$ cat src/rtl/ddr_arb_pkg.sv
// Shared definitions for the DDR port arbiter: FSM encoding, requester ids
// and the round-robin pointer advance helper.
package ddr_arb_pkg;

  typedef enum logic [2:0] {
    ST_IDLE    = 3'd0,
    ST_ISSUE   = 3'd1,
    ST_WAIT_RD = 3'd2,
    ST_ACK     = 3'd3,
    ST_GAP     = 3'd4
  } arb_state_t;

  localparam logic [1:0] REQ_MI   = 2'd0;
  localparam logic [1:0] REQ_MO   = 2'd1;
  localparam logic [1:0] REQ_HOST = 2'd2;

  // Pointer moves to the requester after the one just served; 2 wraps to 0.
  function automatic logic [1:0] next_id(input logic [1:0] id);
    return (id >= REQ_HOST) ? REQ_MI : id + 2'd1;
  endfunction

endpackage

$ cat src/rtl/ddr_port_arbiter_rr_pick3.sv
// Combinational 3-way round-robin picker. The search starts at ptr and
// wraps MI -> MO -> HOST. An out-of-range pointer (3) behaves like 0.
module rr_pick3 (
  input  logic [2:0] req,
  input  logic [1:0] ptr,
  output logic [1:0] gnt_id,
  output logic       any
);

  // Priority search rotated by the pointer.
  always_comb begin
    gnt_id = 2'd0;
    any    = |req;
    case (ptr)
      2'd1: begin
        if (req[1])      gnt_id = 2'd1;
        else if (req[2]) gnt_id = 2'd2;
        else             gnt_id = 2'd0;
      end
      2'd2: begin
        if (req[2])      gnt_id = 2'd2;
        else if (req[0]) gnt_id = 2'd0;
        else             gnt_id = 2'd1;
      end
      default: begin
        if (req[0])      gnt_id = 2'd0;
        else if (req[1]) gnt_id = 2'd1;
        else             gnt_id = 2'd2;
      end
    endcase
  end

endmodule

$ cat src/rtl/ddr_port_arbiter.sv
// Shares one single-port DDR controller between processor read (MI),
// processor write (MO) and a host loader. One command in flight at a time.
//
// Handshakes: mem_cmd_valid is held with stable fields until the cycle where
// mem_cmd_ready is also high; that clock edge transfers the command. Level
// requests are held by the requester until its one-cycle ack; the GAP state
// after every ack gives the requester one cycle to drop the level.
module ddr_port_arbiter
  import ddr_arb_pkg::*;
#(
  parameter int ADDR_W = 19,
  parameter int DATA_W = 8
) (
  input  logic              clk,
  input  logic              rst,
  input  logic              RD_MI,
  input  logic [ADDR_W-1:0] MI_add,
  output logic [DATA_W-1:0] MI_data,
  output logic              d_ready_re,
  input  logic              WR_MO,
  input  logic [ADDR_W-1:0] MO_add,
  input  logic [DATA_W-1:0] MO_data,
  output logic              d_ready_we,
  input  logic              host_req,
  input  logic              host_we,
  input  logic [ADDR_W-1:0] host_add,
  input  logic [DATA_W-1:0] host_wdata,
  output logic [DATA_W-1:0] host_rdata,
  output logic              host_ack,
  output logic              mem_cmd_valid,
  input  logic              mem_cmd_ready,
  output logic              mem_cmd_we,
  output logic [ADDR_W-1:0] mem_cmd_add,
  output logic [DATA_W-1:0] mem_cmd_wdata,
  input  logic              mem_rd_valid,
  input  logic [DATA_W-1:0] mem_rd_data,
  output logic              busy,
  output logic              stray_rd,
  output logic [2:0]        dbg_state
);

  arb_state_t state_q, state_d;
  logic [1:0] grant_q;
  logic [1:0] ptr_q;
  logic [1:0] pick_id;
  logic       pick_any;

  rr_pick3 u_pick (
    .req    ({host_req, WR_MO, RD_MI}),
    .ptr    (ptr_q),
    .gnt_id (pick_id),
    .any    (pick_any)
  );

  // State register; reset returns to IDLE at once, dropping mem_cmd_valid.
  always_ff @(posedge clk or negedge rst) begin
    if (!rst) state_q <= ST_IDLE;
    else      state_q <= state_d;
  end

  // Next-state and decoded outputs.
  always_comb begin
    state_d       = state_q;
    mem_cmd_valid = 1'b0;
    d_ready_re    = 1'b0;
    d_ready_we    = 1'b0;
    host_ack      = 1'b0;
    busy          = (state_q != ST_IDLE);
    case (state_q)
      ST_IDLE:    if (pick_any) state_d = ST_ISSUE;
      ST_ISSUE: begin
        mem_cmd_valid = 1'b1;
        if (mem_cmd_ready) state_d = mem_cmd_we ? ST_ACK : ST_WAIT_RD;
      end
      ST_WAIT_RD: if (mem_rd_valid) state_d = ST_ACK;
      ST_ACK: begin
        d_ready_re = (grant_q == REQ_MI);
        d_ready_we = (grant_q == REQ_MO);
        host_ack   = (grant_q == REQ_HOST);
        state_d    = ST_GAP;
      end
      ST_GAP:     state_d = ST_IDLE;
      default:    state_d = ST_IDLE;
    endcase
  end

  assign dbg_state = state_q;

  // Command capture at grant, read-data capture, pointer advance, stray flag.
  always_ff @(posedge clk or negedge rst) begin
    if (!rst) begin
      grant_q       <= REQ_MI;
      ptr_q         <= REQ_MI;
      mem_cmd_we    <= 1'b0;
      mem_cmd_add   <= '0;
      mem_cmd_wdata <= '0;
      MI_data       <= '0;
      host_rdata    <= '0;
      stray_rd      <= 1'b0;
    end else begin
      if (state_q == ST_IDLE && pick_any) begin
        grant_q <= pick_id;
        case (pick_id)
          REQ_MO: begin
            mem_cmd_we    <= 1'b1;
            mem_cmd_add   <= MO_add;
            mem_cmd_wdata <= MO_data;
          end
          REQ_HOST: begin
            mem_cmd_we    <= host_we;
            mem_cmd_add   <= host_add;
            mem_cmd_wdata <= host_wdata;
          end
          default: begin
            mem_cmd_we    <= 1'b0;
            mem_cmd_add   <= MI_add;
            mem_cmd_wdata <= '0;
          end
        endcase
      end
      if (state_q == ST_WAIT_RD && mem_rd_valid) begin
        if (grant_q == REQ_HOST) host_rdata <= mem_rd_data;
        else                     MI_data    <= mem_rd_data;
      end
      if (state_q == ST_ACK) ptr_q <= next_id(grant_q);
      if (mem_rd_valid && state_q != ST_WAIT_RD) stray_rd <= 1'b1;
    end
  end

endmodule

$ cat config.mk
export PLATFORM = sky130hd
export DESIGN_NAME = ddr_port_arbiter
export DESIGN_NICKNAME = d
export VERILOG_FILES = /design/src/rtl/ddr_arb_pkg.sv /design/src/rtl/ddr_port_arbiter_rr_pick3.sv /design/src/rtl/ddr_port_arbiter.sv
export SDC_FILE = /design/constraint.sdc
export NUM_CORES = 1
export LEC_CHECK = 0
export BUFFER_PORTS_ARGS = -buffer_cell sky130_fd_sc_hd__buf_2
export CAP_MARGIN = 20
export CELL_PAD_IN_SITES_DETAIL_PLACEMENT = 0
export CELL_PAD_IN_SITES_GLOBAL_PLACEMENT = 1
export CORE_ASPECT_RATIO = 0.6
export CORE_MARGIN = 2
export CORE_UTILIZATION = 34
export DETAILED_ROUTE_END_ITERATION = 16
export GPL_ROUTABILITY_DRIVEN = 0
export GPL_TIMING_DRIVEN = 1
export PLACE_DENSITY_LB_ADDON = 0.1
export SLEW_MARGIN = 10
export SYNTH_ARGS = -nofsm -noshare
export SYNTH_HDL_FRONTEND = slang
export SYNTH_SLANG_ARGS = --single-unit
$ cat constraint.sdc
create_clock -name clk -period 2.6 [get_ports clk]
set_input_delay 0.26 -clock clk [delete_from_list [all_inputs] [get_ports clk]]
set_output_delay 0.26 -clock clk [all_outputs]
set_load 0.005 [all_outputs]
# [Word level (Yosys, flattened, before mapping)]
# Index checks and enable logic that the tools add are counted.
[totals] output_inout_bits=53 word_cells=55 regBits=52 inputBits=89
[classes] eq_ne=13 n_reduce_logical=10 order_cmp=1 add_sub_neg=1 bitwise_logic=1 muxes=20
[ops] operator="case mux 19 bit (2 select lines)" count=1
[ops] operator="case mux 8 bit (2 select lines)" count=1
[ops] operator="two-way mux 2 bit" count=6
[ops] operator="case mux 3 bit (4 select lines)" count=1
[ops] operator="two-way mux 3 bit" count=3
[ops] operator="== test 2 x 1 -> 1 bit (second input constant)" count=3
[ops] operator="== test 2 bit (second input constant)" count=3
[ops] operator="== test 3 x 2 -> 1 bit (second input constant)" count=2
[ops] operator="two-way mux 1 bit" count=6
[ops] operator="!= test 2 bit (second input constant)" count=3
[ops] operator="case mux 2 bit (2 select lines)" count=1
[ops] operator="AND reduction 2 bit" count=2
[ops] operator="== test 3 x 1 -> 1 bit (second input constant)" count=1
[ops] operator="logical AND 1 bit" count=3
[ops] operator="logical NOT 3 bit" count=1
[ops] operator="!= test 3 x 2 -> 1 bit (second input constant)" count=1
[ops] operator="AND reduction 3 bit" count=1
[ops] operator="nonzero test 3 bit" count=1
[ops] operator="OR reduction 3 bit" count=1
[ops] operator="adder 2 x 1 -> 2 bit (second input constant)" count=1
[ops] operator=">= comparator 2 bit (second input constant)" count=1
[ops] operator="logical NOT 2 bit" count=1
[ops] operator="case mux 1 bit (2 select lines)" count=1
[ops] operator="inverter 1 bit" count=1

# [Logic depth before layout (Yosys ltp)]
# Gate-level depths: netlist of the first run.
[logic_depth] word_depth=5 depth_mapped=11 ltp_nobuf=9

# [Modules after synthesis]
# A second synthesis of the first run with hierarchy kept.
[unflattened] hier_cells=238 hier_area_um2=2723.9
[by_module_without_submodules] mod="ddr_port_arbiter" instances=1 seq_area_each_um2=1301.2 area_per_inst_um2=2618.8 cells_per_inst=225
[by_module_without_submodules] mod="rr_pick3" instances=1 seq_area_each_um2=0.0 area_per_inst_um2=105.1 cells_per_inst=13

# [Least setup slack after synthesis of the first run]
# OpenSTA, ideal clock, no wires.
[synth_path] path_type="register to register" start="reg ptr_q[0]" end="reg mem_cmd_add[0]" synth_period_minus_slack_ns=2.303 arrival_ns=2.175 setup_ns=0.128 path_stages_with_launch=10 slack_ns=0.297 n_path_buf=2 t_required_ns=2.472 cell_sequence="dfrtp_1 -> inv_1 -> ha_1 -> nor3b_1 -> a211o_1 -> ha_1 -> buf_2 -> clkbuf_1 -> o21ai_0 -> mux2_1"
[synth_via] elab_chain_len=4 word_cells_on_any_way=6 classes_between="4 x eq/ne; 2 x mux"
[synth_lines] item="start: declaration" line="ddr_port_arbiter.sv:44" source="logic [1:0] ptr_q;"
[synth_lines] item="start signal: assignment" line="ddr_port_arbiter.sv:125" source="if (state_q == ST_ACK) ptr_q <= next_id(grant_q);"
[synth_lines] item="== test 2 bit / == test 2 x 1 -> 1 bit (equally long branches)" line="ddr_port_arbiter_rr_pick3.sv:14" source="case (ptr)"
[synth_lines] item="case mux 2 bit (2 select lines) *" line="ddr_port_arbiter_rr_pick3.sv:14"
[synth_lines] item="via pick_id[1]" line="ddr_port_arbiter.sv:45" source="logic [1:0] pick_id;"
[synth_lines] item="== test 2 bit / == test 2 x 1 -> 1 bit (equally long branches)" line="ddr_port_arbiter.sv:103" source="case (pick_id)"
[synth_lines] item="case mux 19 bit (2 select lines) *" line="ddr_port_arbiter.sv:103"
[synth_lines] item="end signal: assignment" line="ddr_port_arbiter.sv:106" source="mem_cmd_add <= MO_add;"
[synth_lines] item="end signal: assignment" line="ddr_port_arbiter.sv:111" source="mem_cmd_add <= host_add;"
[synth_lines] item="end signal: assignment" line="ddr_port_arbiter.sv:116" source="mem_cmd_add <= MI_add;"
[synth_lines] item="end: declaration" line="ddr_port_arbiter.sv:33" source="output logic [ADDR_W-1:0] mem_cmd_add,"
# The timed path passes the listed nets; every way through them passes the cells marked *.
# A chain may end at the register's enable or synchronous reset.

# [Worst setup path in the final report of the first run]
# Ends and elaborated chain as after synthesis.

==> run_results.csv, run 1 <==
group,metric,value,unit
run_status,status,"completed",
power,p_per_area,1125,nW/um2
power,swShare,37.25,%
clock_tree,clock_sinks,52,
cells_and_area,antenna-diode-count,0,
sta,fin_crit,2.386,ns
power,clkPwrFrac,16.1,%
yosys,synth_largest_area_cell,"dfrtp_1",
critical_path,end_kind,"register",
cells_and_area,fillers,789,
sta,fin_crit_sh,91.75,%
drt,drtAntennaViolNets,0,
drt,dr.pass1.iters,4,
drt,drc,0,
sta,worstMarginPinSlew,0.5162,ns
clock_tree,cts-root-buf,"clkbuf_16",
floorplanning,coreArea,7945,um2
cells_and_area,fin_area,3781,um2
yosys,syn_area_per_cell,11.79,um2
worst_hold_path,whs_endpoint,"MI_data[6]$_DFFE_PN0P_",
yosys,syn-num-nets,331,
critical_path,timing.rr.end,"mem_cmd_add[0]$_DFFE_PN0P_",
clock_tree,clk_path_buf_depth,2,
sta,setup_viol,0,
yosys,synth_warnings,0,
yosys,ys_top_cells_by_area,"dfrtp_1, mux2_4, a22oi_1, mux2_1, o41ai_2",
grt,grt_overflow,0,
cells_and_area,nets,470,
power,p_leak,1.973,nW
critical_path,arrival,2.57,ns
grt,antenna_found_initial,0,
clock_tree,cts_tree,"yes",
placed_design,dpl_cell_area,3617,um2
cells_and_area,layout-drive-gt1-share,50.53,%
drt,drt_iter0_markers,75,
critical_path,reg2reg_from,"ptr_q[0]$_DFFE_PN0P_",
sta,rsz0062_at_grt,"no",
job,cap_violations,0,
sta,setup_tns,0,ns
cells_and_area,multi_input_comb_area,1374,um2
yosys,syn_area,2805,um2
placed_design,hpwlAfterDp,5.295,mm
clock_tree,htreeDepth,2,
cells_and_area,syn_to_final_growth,34.79,%
sta,drv_slew,0,
clock_tree,cts_setup_buffers,0,
drt,num_vias,2313,
yosys,ys_seq_area_share,46.39,%
critical_path,r2r_slack,0.21,ns
worst_hold_path,hp-class,"input pin to register",
critical_path,rr_worst_depth,10,
floorplanning,fp.dieW,121.3,um
sta,finClkSkew,0.002862,ns
critical_path,crit_slowest_cell,"dfrtp_1",
yosys,synth_edf_count,0,
drt,wl_per_cell,14.63,um
critical_path,crit_family,"adder cells",
floorplanning,dieArea,9017,um2
clock_tree,cts-buffers-inserted,5,
critical_path,crit_fanout,15,
sta,relSlewSlack,65.59,%
yosys,synth.top_cell.area_share,46.39,%
floorplanning,start_util,35.31,%
yosys,netlist_instances,238,
yosys,ys_types,37,
clock_tree,clk_latency,0.30,ns
floorplanning,die-height,74.36,um
worst_hold_path,hp-start,"mem_rd_data[6]",
critical_path,critPathBufInv,3,
critical_path,path_cells,"inv_1 -> ha_1 -> nor4bb_2 -> a211o_1 -> inv_1 -> ha_1 -> buf_4 -> a22oi_1 -> o21ai_0 -> mux2_1",
yosys,netlist_top_cells_count,"dfrtp_1, a22oi_1, nand2_1, o21ai_0, mux2_4",
clock_tree,path_clk_slew,0.07,ns
yosys,ys_seq_elements,52,
power,vdd_drop_max,438.3,uV
critical_path,worstSetupPathType,"register to register",
critical_path,crit_required,2.78,ns
grt,grt_max_degree,29,
yosys,ys.flop_type,"dfrtp_1",
power,p_total,4.255,mW
cells_and_area,ff_latch_area,1301,um2
floorplanning,rows,25,
power,combPwrFrac,51.3,%
floorplanning,pin_count,142,
worst_hold_path,whs_path_depth,2,
critical_path,start_kind,"register",
yosys,async_flop_share,100.0,%
drt,avgViaCountPerCell,4.759,
critical_path,slowest_delay,0.38,ns
sta,hold_violations,0,
sta,clock.fmax,0.4192,GHz
power,p_int,2.670,mW
grt,track_usage,16.65,%
grt,grt_pass1_vias,2254,
placed_design,io_buffers,141,
power,seq_power_share,32.6,%
drt,wl,7.112,mm
power,p_sw,1.585,mW
grt,grt_pass1_wl,11.47,mm
yosys,yosys.cell_count.top_type,"dfrtp_1",
-- layout by cell type (no fill, tap or decap), drive strengths merged --
cell type	count
nand2b	3
nor2b	7
ha	4
nand3b	1
mux2	36
a221o	1
clkinv	2
a31oi	1
a21o	2
and2	1
o21ba	1
nor4	1
dfrtp	52
nor4bb	1
a22oi	27
a21oi	3
and4bb	1
o21ai	30
nor3b	2
clkbuf	5
or3	1
dlygate4sd3	1
buf	149
inv	7
o41ai	9
nor3	2
a211o	1
o21bai	1
nand2	22
nor2	4
-- state kept, by name, indices dropped and copies added, names as in the netlist --
signal	count
mem_cmd_add	19
dbg_state	3
stray_rd	1
mem_cmd_wdata	8
MI_data	8
mem_cmd_we	1
host_rdata	8
grant_q	2
ptr_q	2
-- cell type report --
type	instances	share of cell area, %
clock buffer	5	3.309
clock inverter	3	0.5956
inverter	6	0.5956
multi-input combinational	162	36.33
sequential	52	34.41
tap	108	3.574
timing repair buffer	150	21.18
-- how the worst max path moves through the flow --
stage	startpoint	slack (ns)	end	cells after the start
floorplan	ptr_q[0]$_DFFE_PN0P_	0.30	mem_cmd_add[0]$_DFFE_PN0P_	9
global placement	ptr_q[0]$_DFFE_PN0P_	0.27	mem_cmd_add[0]$_DFFE_PN0P_	10
detailed placement	ptr_q[0]$_DFFE_PN0P_	0.22	mem_cmd_add[0]$_DFFE_PN0P_	10
CTS	ptr_q[0]$_DFFE_PN0P_	0.20	mem_cmd_add[0]$_DFFE_PN0P_	10
global route	ptr_q[0]$_DFFE_PN0P_	0.02	mem_cmd_add[0]$_DFFE_PN0P_	10
finish	ptr_q[0]$_DFFE_PN0P_	0.21	mem_cmd_add[0]$_DFFE_PN0P_	10
-- through the flow --
step | instances | hold WS [ns] | setup WS, ns | util, %
final | 486 | 0.1831 | 0.2145 | 47.59
after floorplan | 238 | -0.03559 | 0.2971 | -
after global routing | 486 | 0.1814 | 0.02116 | 47.59
after CTS | 486 | 0.1721 | 0.1996 | 47.51
after detailed placement | 477 | 0.2522 | 0.2236 | 45.53
after global placement | 477 | 0.2515 | 0.2737 | 45.53
-- power groups by stage --
| stage | registers, mW | clock network (mW) | logic [mW] |
|---|---|---|---|
| 2_1_floorplan | 1.40 | 0 | 1.50 |
| 3_3_place_gp | 1.40 | 0 | 2.18 |
| 3_5_place_dp | 1.40 | 0 | 2.22 |
| 4_1_cts | 1.39 | 0.703 | 2.22 |
| 5_1_grt | 1.45 | 0.747 | 2.43 |
| 6_report | 1.39 | 0.685 | 2.18 |
-- per-layer routing --
| layer | wire length, um | global-route usage [%] | up-vias |
|---|---|---|---|
| li1 | - | - | 1154 |
| met1 | 3503 | 23.33 | 1072 |
| met2 | 2900 | 24.16 | 79 |
| met3 | 618 | 5.675 | 8 |
| met4 | 89 | 5.747 | 0 |
| met5 | 0 | 0 | - |
-- worst register-to-register path: stages (launching register included) --
cell and delay (ns):
dfrtp_1 0.38, inv_1 0.05, ha_1 0.34, nor4bb_2 0.28, a211o_1 0.18, inv_1 0.05
ha_1 0.19, buf_4 0.19, a22oi_1 0.17, o21ai_0 0.12, mux2_1 0.31
-- timing repair --
item / in CTS / in global routing
hold endpoints to repair: 19 / 0
gates resized for setup: 0 / 1
setup endpoints to repair: 0 / 3
hold buffers: 1 / 0
-- cells by family after synthesis --
family,after synthesis,share of synthesized area [%]
AOI/OAI and AO/OA,76,20.38
adders and majority gates,4,1.784
buffers and inverters,24,5.085
DFF,52,46.39
muxes,36,16.99
and+or+nand+nor,46,9.367
(Power assumes the default switching activity.)
==> inputs of run 2 (changes only) <==
- CORE_UTILIZATION: 34 -> 28
==> run_results.csv, run 2 (synthesis gave the netlist of run 1 again) <==
group,metric,value,unit
clock_tree,clk_latency,0.29,ns
run_status,status,"completed",
critical_path,worstSetupPathType,"register to register",
clock_tree,clock_sinks,52,
critical_path,crit_required,2.78,ns
worst_hold_path,hp-class,"input pin to register",
floorplanning,pin_count,142,
placed_design,io_buffers,141,
sta,fin_crit,2.340,ns
placed_design,hpwlAfterDp,5.568,mm
critical_path,crit_fanout,27,
cells_and_area,nets,470,
floorplanning,start_util,28.60,%
sta,setup_viol,0,
floorplanning,die-height,81.53,um
clock_tree,cts-root-buf,"clkbuf_16",
drt,wl,7.564,mm
sta,fin_crit_sh,89.99,%
drt,wl_per_cell,14.74,um
sta,finClkSkew,0.006784,ns
cells_and_area,antenna-diode-count,0,
sta,setup_tns,0,ns
critical_path,arrival,2.52,ns
clock_tree,htreeDepth,2,
critical_path,end_kind,"register",
drt,drtAntennaViolNets,0,
drt,avgViaCountPerCell,4.598,
floorplanning,dieArea,10860,um2
grt,grt_overflow,0,
grt,antenna_found_initial,0,
power,p_total,4.378,mW
drt,dr.pass1.iters,4,
grt,track_usage,14.57,%
cells_and_area,fillers,1011,
sta,drv_slew,0,
placed_design,preCtsSetupSlack,0.2832,ns
cells_and_area,syn_to_final_growth,37.07,%
sta,clock.fmax,0.4274,GHz
floorplanning,rows,28,
sta,hold_violations,0,
drt,drc,0,
sta,worstMarginPinSlew,0.5257,ns
cells_and_area,layout-drive-gt1-share,50.26,%
sta,relSlewSlack,64.95,%
cells_and_area,largest_register,"mem_cmd_add",
cells_and_area,largest_register_ffs,19,
clock_tree,cts_tree,"yes",
critical_path,path_cells,"inv_1 -> ha_1 -> nor2b_1 -> o21ai_1 -> and2_1 -> ha_1 -> buf_12 -> nand2_1 -> o21ai_0 -> mux2_1",
drt,drt_iter0_markers,88,
floorplanning,fp.dieW,133.2,um
critical_path,crit_slowest_cell,"dfrtp_1",
sta,rsz0062_at_grt,"no",
critical_path,start_kind,"register",
clock_tree,path_clk_slew,0.08,ns
job,cap_violations,0,
power,p_leak,1.984,nW
clock_tree,postCtsResizedCells,0,
power,p_per_area,1139,nW/um2
critical_path,slowest_delay,0.38,ns
cells_and_area,final_cell_mix,"buf_2, dfrtp_1, a22oi_1",
grt,grt_max_degree,53,
grt,grt_pass1_wl,12.43,mm
grt,grt_pass1_vias,2376,
power,vdd_drop_max,414.0,uV
floorplanning,coreArea,9809,um2
clock_tree,clk_path_buf_depth,2,
critical_path,worst_path_most_repeated_cell,"ha_1",
drt,num_vias,2359,
cells_and_area,layout_commonest_cell,"buf_2",
clock_tree,cts-buffers-inserted,5,
sta,fin_ws,0.2601,ns
## run 2: cell types whose count changed in the layout (fill, tap and decap cells not counted)
cell and change:
nor4bb_1 +1, clkinv_4 -1, buf_4 -1, clkinvlp_4 +1, bufinv_16 +1, buf_12 +1
nor4bb_2 -1, clkinv_2 -1
## run 2: path summary, 6_finish.rpt
check	startpoint	endpoint	slack, ns	depth (start not counted)
setup / recovery	ptr_q[0]$_DFFE_PN0P_	mem_cmd_add[0]$_DFFE_PN0P_	0.26	10
hold / removal	mem_rd_data[6]	MI_data[6]$_DFFE_PN0P_	0.19	2
setup reg to reg	ptr_q[0]$_DFFE_PN0P_	mem_cmd_add[0]$_DFFE_PN0P_	0.26	10
hold reg to reg	stray_rd$_DFFE_PN0P_	stray_rd$_DFFE_PN0P_	0.48	1
max in group asynchronous	rst	dbg_state[2]$_DFFE_PN0P_	1.86	3
min in group asynchronous	rst	dbg_state[1]$_DFFE_PN0P_	0.48	3
## run 2: through the flow
step	utilization (%)	cell area, um2	hold WS, ns	std cells
2_1_floorplan	-	2805	-0.03559	238
3_3_place_gp	37.35	3664	0.2854	504
3_5_place_dp	37.35	3664	0.2788	504
4_1_cts	39.20	3845	0.1812	513
5_1_grt	39.20	3845	0.1833	513
6_report	39.20	3845	0.1892	513
## run 2: final cells by class
class | count | area, um2 | area share (%)
inverters | 6 | 22.52 | 0.5857
flip-flops and latches | 52 | 1301 | 33.84
repair buffers | 150 | 813.3 | 21.15
clock buffers | 5 | 125.1 | 3.254
multi-input cells | 162 | 1368 | 35.57
well taps | 135 | 168.9 | 4.393
clock inverters | 3 | 46.29 | 1.204
## run 2: report_power, final
part	internal, mW	leakage, nW	total [mW]	switching (mW)
sequential	1.17	0.659	1.39	0.222
combinational	1.15	1.24	2.21	1.06
clock	0.458	0.0804	0.779	0.320
## run 2: timing repair
action | in CTS | in global routing
endpoints found under the hold margin | 52 | 0
buffers inserted | 0 | 0
hold buffers | 1 | 0
## run 2: metal layers
metal / vias to the layer above / part of all wire (%) / GRT usage (%)
li1: 1157 / - / -
met1: 1116 / 51 / 20.79
met2: 80 / 40 / 21.09
met3: 6 / 8.0 / 5.432
met4: 0 / 0.73 / 2.979
met5: - / 0 / 0
## run 2: critical path: cells and delay by family, from the launching register on
| kind | cells | cell delay (ns) |
|---|---|---|
| compound gates | 2 | 0.30 |
| fa+ha+maj | 2 | 0.61 |
| buf+inv | 2 | 0.23 |
| flops | 1 | 0.38 |
| mux | 1 | 0.30 |
| simple gates | 3 | 0.41 |
==> inputs of run 3 (changes only) <==
- ABC_AREA: unset -> 1
==> run_results.csv, run 3 <==
group,metric,value,unit
clock_tree,clk_path_buf_depth,2,
yosys,syn-num-nets,461,
yosys,syn_area,2804,um2
critical_path,r2r_slack,0.38,ns
power,p_int,2.468,mW
floorplanning,fp.dieW,133.2,um
yosys,ys_top_cells_by_area,"dfrtp_1, nand2_1, nand3_1, or2_2, inv_1",
yosys,synthMuxAreaShare,0,%
power,clkPwrFrac,14.7,%
drt,drtAntennaViolNets,0,
critical_path,arrival,2.41,ns
yosys,ys_seq_elements,52,
yosys,synth_fa_ha_area_share,1.785,%
job,cap_violations,0,
drt,dr.pass1.iters,4,
drt,wl,8.226,mm
cells_and_area,largest_register,"mem_cmd_add",
drt,drc,0,
sta,setup_viol,0,
clock_tree,clk_latency,0.29,ns
critical_path,end_kind,"register",
drt,avgViaCountPerCell,4.251,
grt,grt_pass1_vias,2619,
power,swShare,42.86,%
critical_path,reg2reg_from,"ptr_q[0]$_DFFE_PN0P_",
drt,wl_per_cell,12.89,um
sta,clock.fmax,0.4503,GHz
placed_design,hpwlAfterDp,5.972,mm
yosys,synth_warnings,0,
yosys,synth_simple_gate_area_share,35.97,%
clock_tree,path_clk_slew,0.07,ns
critical_path,start_kind,"register",
yosys,synth_top_family_by_area,"simple AND/OR/NAND/NOR gates",
sta,relSlewSlack,64.04,%
sta,fin_crit,2.221,ns
clock_tree,cts-root-buf,"clkbuf_16",
power,p_total,4.320,mW
worst_hold_path,hp-class,"input pin to register",
sta,hold_violations,0,
clock_tree,cts-buffers-inserted,5,
power,p_per_area,1155,nW/um2
critical_path,endpoint,"mem_cmd_add[14]$_DFFE_PN0P_",
sta,fin_crit_sh,85.42,%
critical_path,crit_required,2.79,ns
clock_tree,postCtsResizedCells,0,
yosys,synth_largest_area_cell,"dfrtp_1",
yosys,synthXorXnorAreaFrac,0,%
cells_and_area,fillers,1118,
sta,worstMarginPinSlew,0.5387,ns
cells_and_area,antenna-diode-count,0,
floorplanning,pin_count,142,
placed_design,io_buffers,141,
sta,rsz0062_at_grt,"no",
floorplanning,rows,28,
yosys,ys.flop_type,"dfrtp_1",
yosys,syn_area_per_cell,7.619,um2
yosys,yosys.cell_count.top_type,"nand2_1",
grt,grt_pass1_wl,13.15,mm
cells_and_area,largest_register_ffs,19,
yosys,synth_compound_area_share,7.541,%
drt,drt_iter0_markers,132,
yosys,netlist_instances,368,
sta,drv_slew,0,
cells_and_area,final_cell_mix,"nand2_1, buf_2, dfrtp_1",
critical_path,crit_fanout,38,
power,p_sw,1.852,mW
sta,setup_tns,0,ns
grt,antenna_found_initial,0,
grt,grt_overflow,0,
floorplanning,coreArea,9809,um2
grt,track_usage,15.60,%
grt,grt_max_degree,39,
clock_tree,htreeDepth,2,
clock_tree,hold_buffers,1,
power,p_leak,2.091,nW
cells_and_area,nets,596,
clock_tree,cts_setup_buffers,0,
cells_and_area,layout-drive-gt1-share,37.97,%
yosys,ys_seq_area_share,46.41,%
clock_tree,clock_sinks,52,
yosys,netlist_top_cells_count,"nand2_1, dfrtp_1, nand3_1, inv_1, or2_2",
cells_and_area,layout_commonest_cell,"nand2_1",
clock_tree,cts_tree,"yes",
run_status,status,"completed",
sta,finClkSkew,0.006972,ns
cells_and_area,fin_area,3740,um2
critical_path,rr_worst_depth,9,
power,vdd_drop_max,412.6,uV
power,combPwrFrac,52.7,%
yosys,synth.top_cell.area_share,46.41,%
yosys,async_flop_share,100.0,%
critical_path,worstSetupPathType,"register to register",
drt,num_vias,2712,
critical_path,cp-startpoint,"ptr_q[0]$_DFFE_PN0P_",
floorplanning,die-height,81.52,um
cells_and_area,syn_to_final_growth,33.38,%
placed_design,dpl_cell_area,3596,um2
power,seq_power_share,32.6,%
critical_path,timing.rr.end,"mem_cmd_add[14]$_DFFE_PN0P_",
floorplanning,start_util,28.58,%
yosys,synth_edf_count,0,
yosys,ys_types,24,
floorplanning,dieArea,10860,um2
## run 3: cell count changes after synthesis, moves of 4 or more
cell,before,now
a21oi_1,3,10
o21ai_0,20,2
o21ai_1,10,5
mux2_4,19,0
nor2_1,3,7
nand3_1,0,41
o21ai_2,0,11
inv_1,6,27
mux2_1,17,0
nand2_1,21,155
nor2b_1,7,0
o41ai_2,9,0
or2_2,0,19
a22oi_1,27,0
## run 3: power by group through the flow
stage	Clock, mW	Sequential (mW)	Combinational [mW]
2_1_floorplan	0	1.43	1.58
3_3_place_gp	0	1.42	2.32
3_5_place_dp	0	1.42	2.35
4_1_cts	0.660	1.41	2.35
5_1_grt	0.704	1.45	2.65
6_report	0.635	1.41	2.28
## run 3: cell type report
cell class | count | area, um2 | share of cell area [%]
Sequential cell | 52 | 1301 | 34.79
Multi-Input combinational cell | 267 | 1270 | 33.96
Timing Repair Buffer | 147 | 753.2 | 20.14
Tap cell | 135 | 168.9 | 4.517
Clock buffer | 6 | 128.9 | 3.446
Inverter | 30 | 112.6 | 3.011
Clock inverter | 1 | 5.005 | 0.1338
## run 3: routing by layer
metal / share of wire [%] / wire [um] / up-vias / track usage [%]
met5: 0 / 0 / - / 0
met4: 0.61 / 50 / 0 / 3.511
met3: 8.5 / 700 / 4 / 5.617
met2: 42 / 3446 / 85 / 23.94
met1: 49 / 4029 / 1206 / 21.27
li1: - / - / 1417 / -
## run 3: metrics by stage
| stage | hold WS (ns) | worst slack (ns) | util [%] | instances |
|---|---|---|---|---|
| after global routing | 0.2328 | 0.09286 | 38.13 | 638 |
| after floorplan | -0.03559 | 0.5072 | - | 368 |
| after CTS | 0.2339 | 0.3168 | 38.13 | 638 |
| final | 0.2355 | 0.3791 | 38.13 | 638 |
| after global placement | 0.2418 | 0.3992 | 36.66 | 630 |
| after detailed placement | 0.2456 | 0.3324 | 36.66 | 630 |
## run 3: logic make-up (layout without fill, tap and decap cells)
logic type,count (synthesis),count (layout)
simple gates,231,231
flops,52,52
buf+inv,49,184
compound gates,32,32
fa+ha+maj,4,4
## run 3: worst min path at each step
stage / startpoint / end / slack [ns] / cells after the start
final: mem_rd_data[2] / MI_data[2]$_DFFE_PN0P_ / 0.24 / 3
after global routing: mem_rd_data[5] / MI_data[5]$_DFFE_PN0P_ / 0.23 / 3
after CTS: mem_rd_data[4] / MI_data[4]$_DFFE_PN0P_ / 0.23 / 3
after floorplan: rst / MI_data[0]$_DFFE_PN0P_ / -0.04 / 0
after global placement: rst / mem_cmd_wdata[5]$_DFFE_PN0P_ / 0.24 / 1
after detailed placement: rst / mem_cmd_wdata[5]$_DFFE_PN0P_ / 0.25 / 1
## run 3: critical path, cell delays in order, from the launching register on
cell and delay [ns]:
dfrtp_1 0.35, inv_1 0.06, ha_1 0.30, inv_1 0.05
o21ai_0 0.31, ha_1 0.32, inv_2 0.39, nand3_1 0.16
nand3_1 0.11, nand2_1 0.05
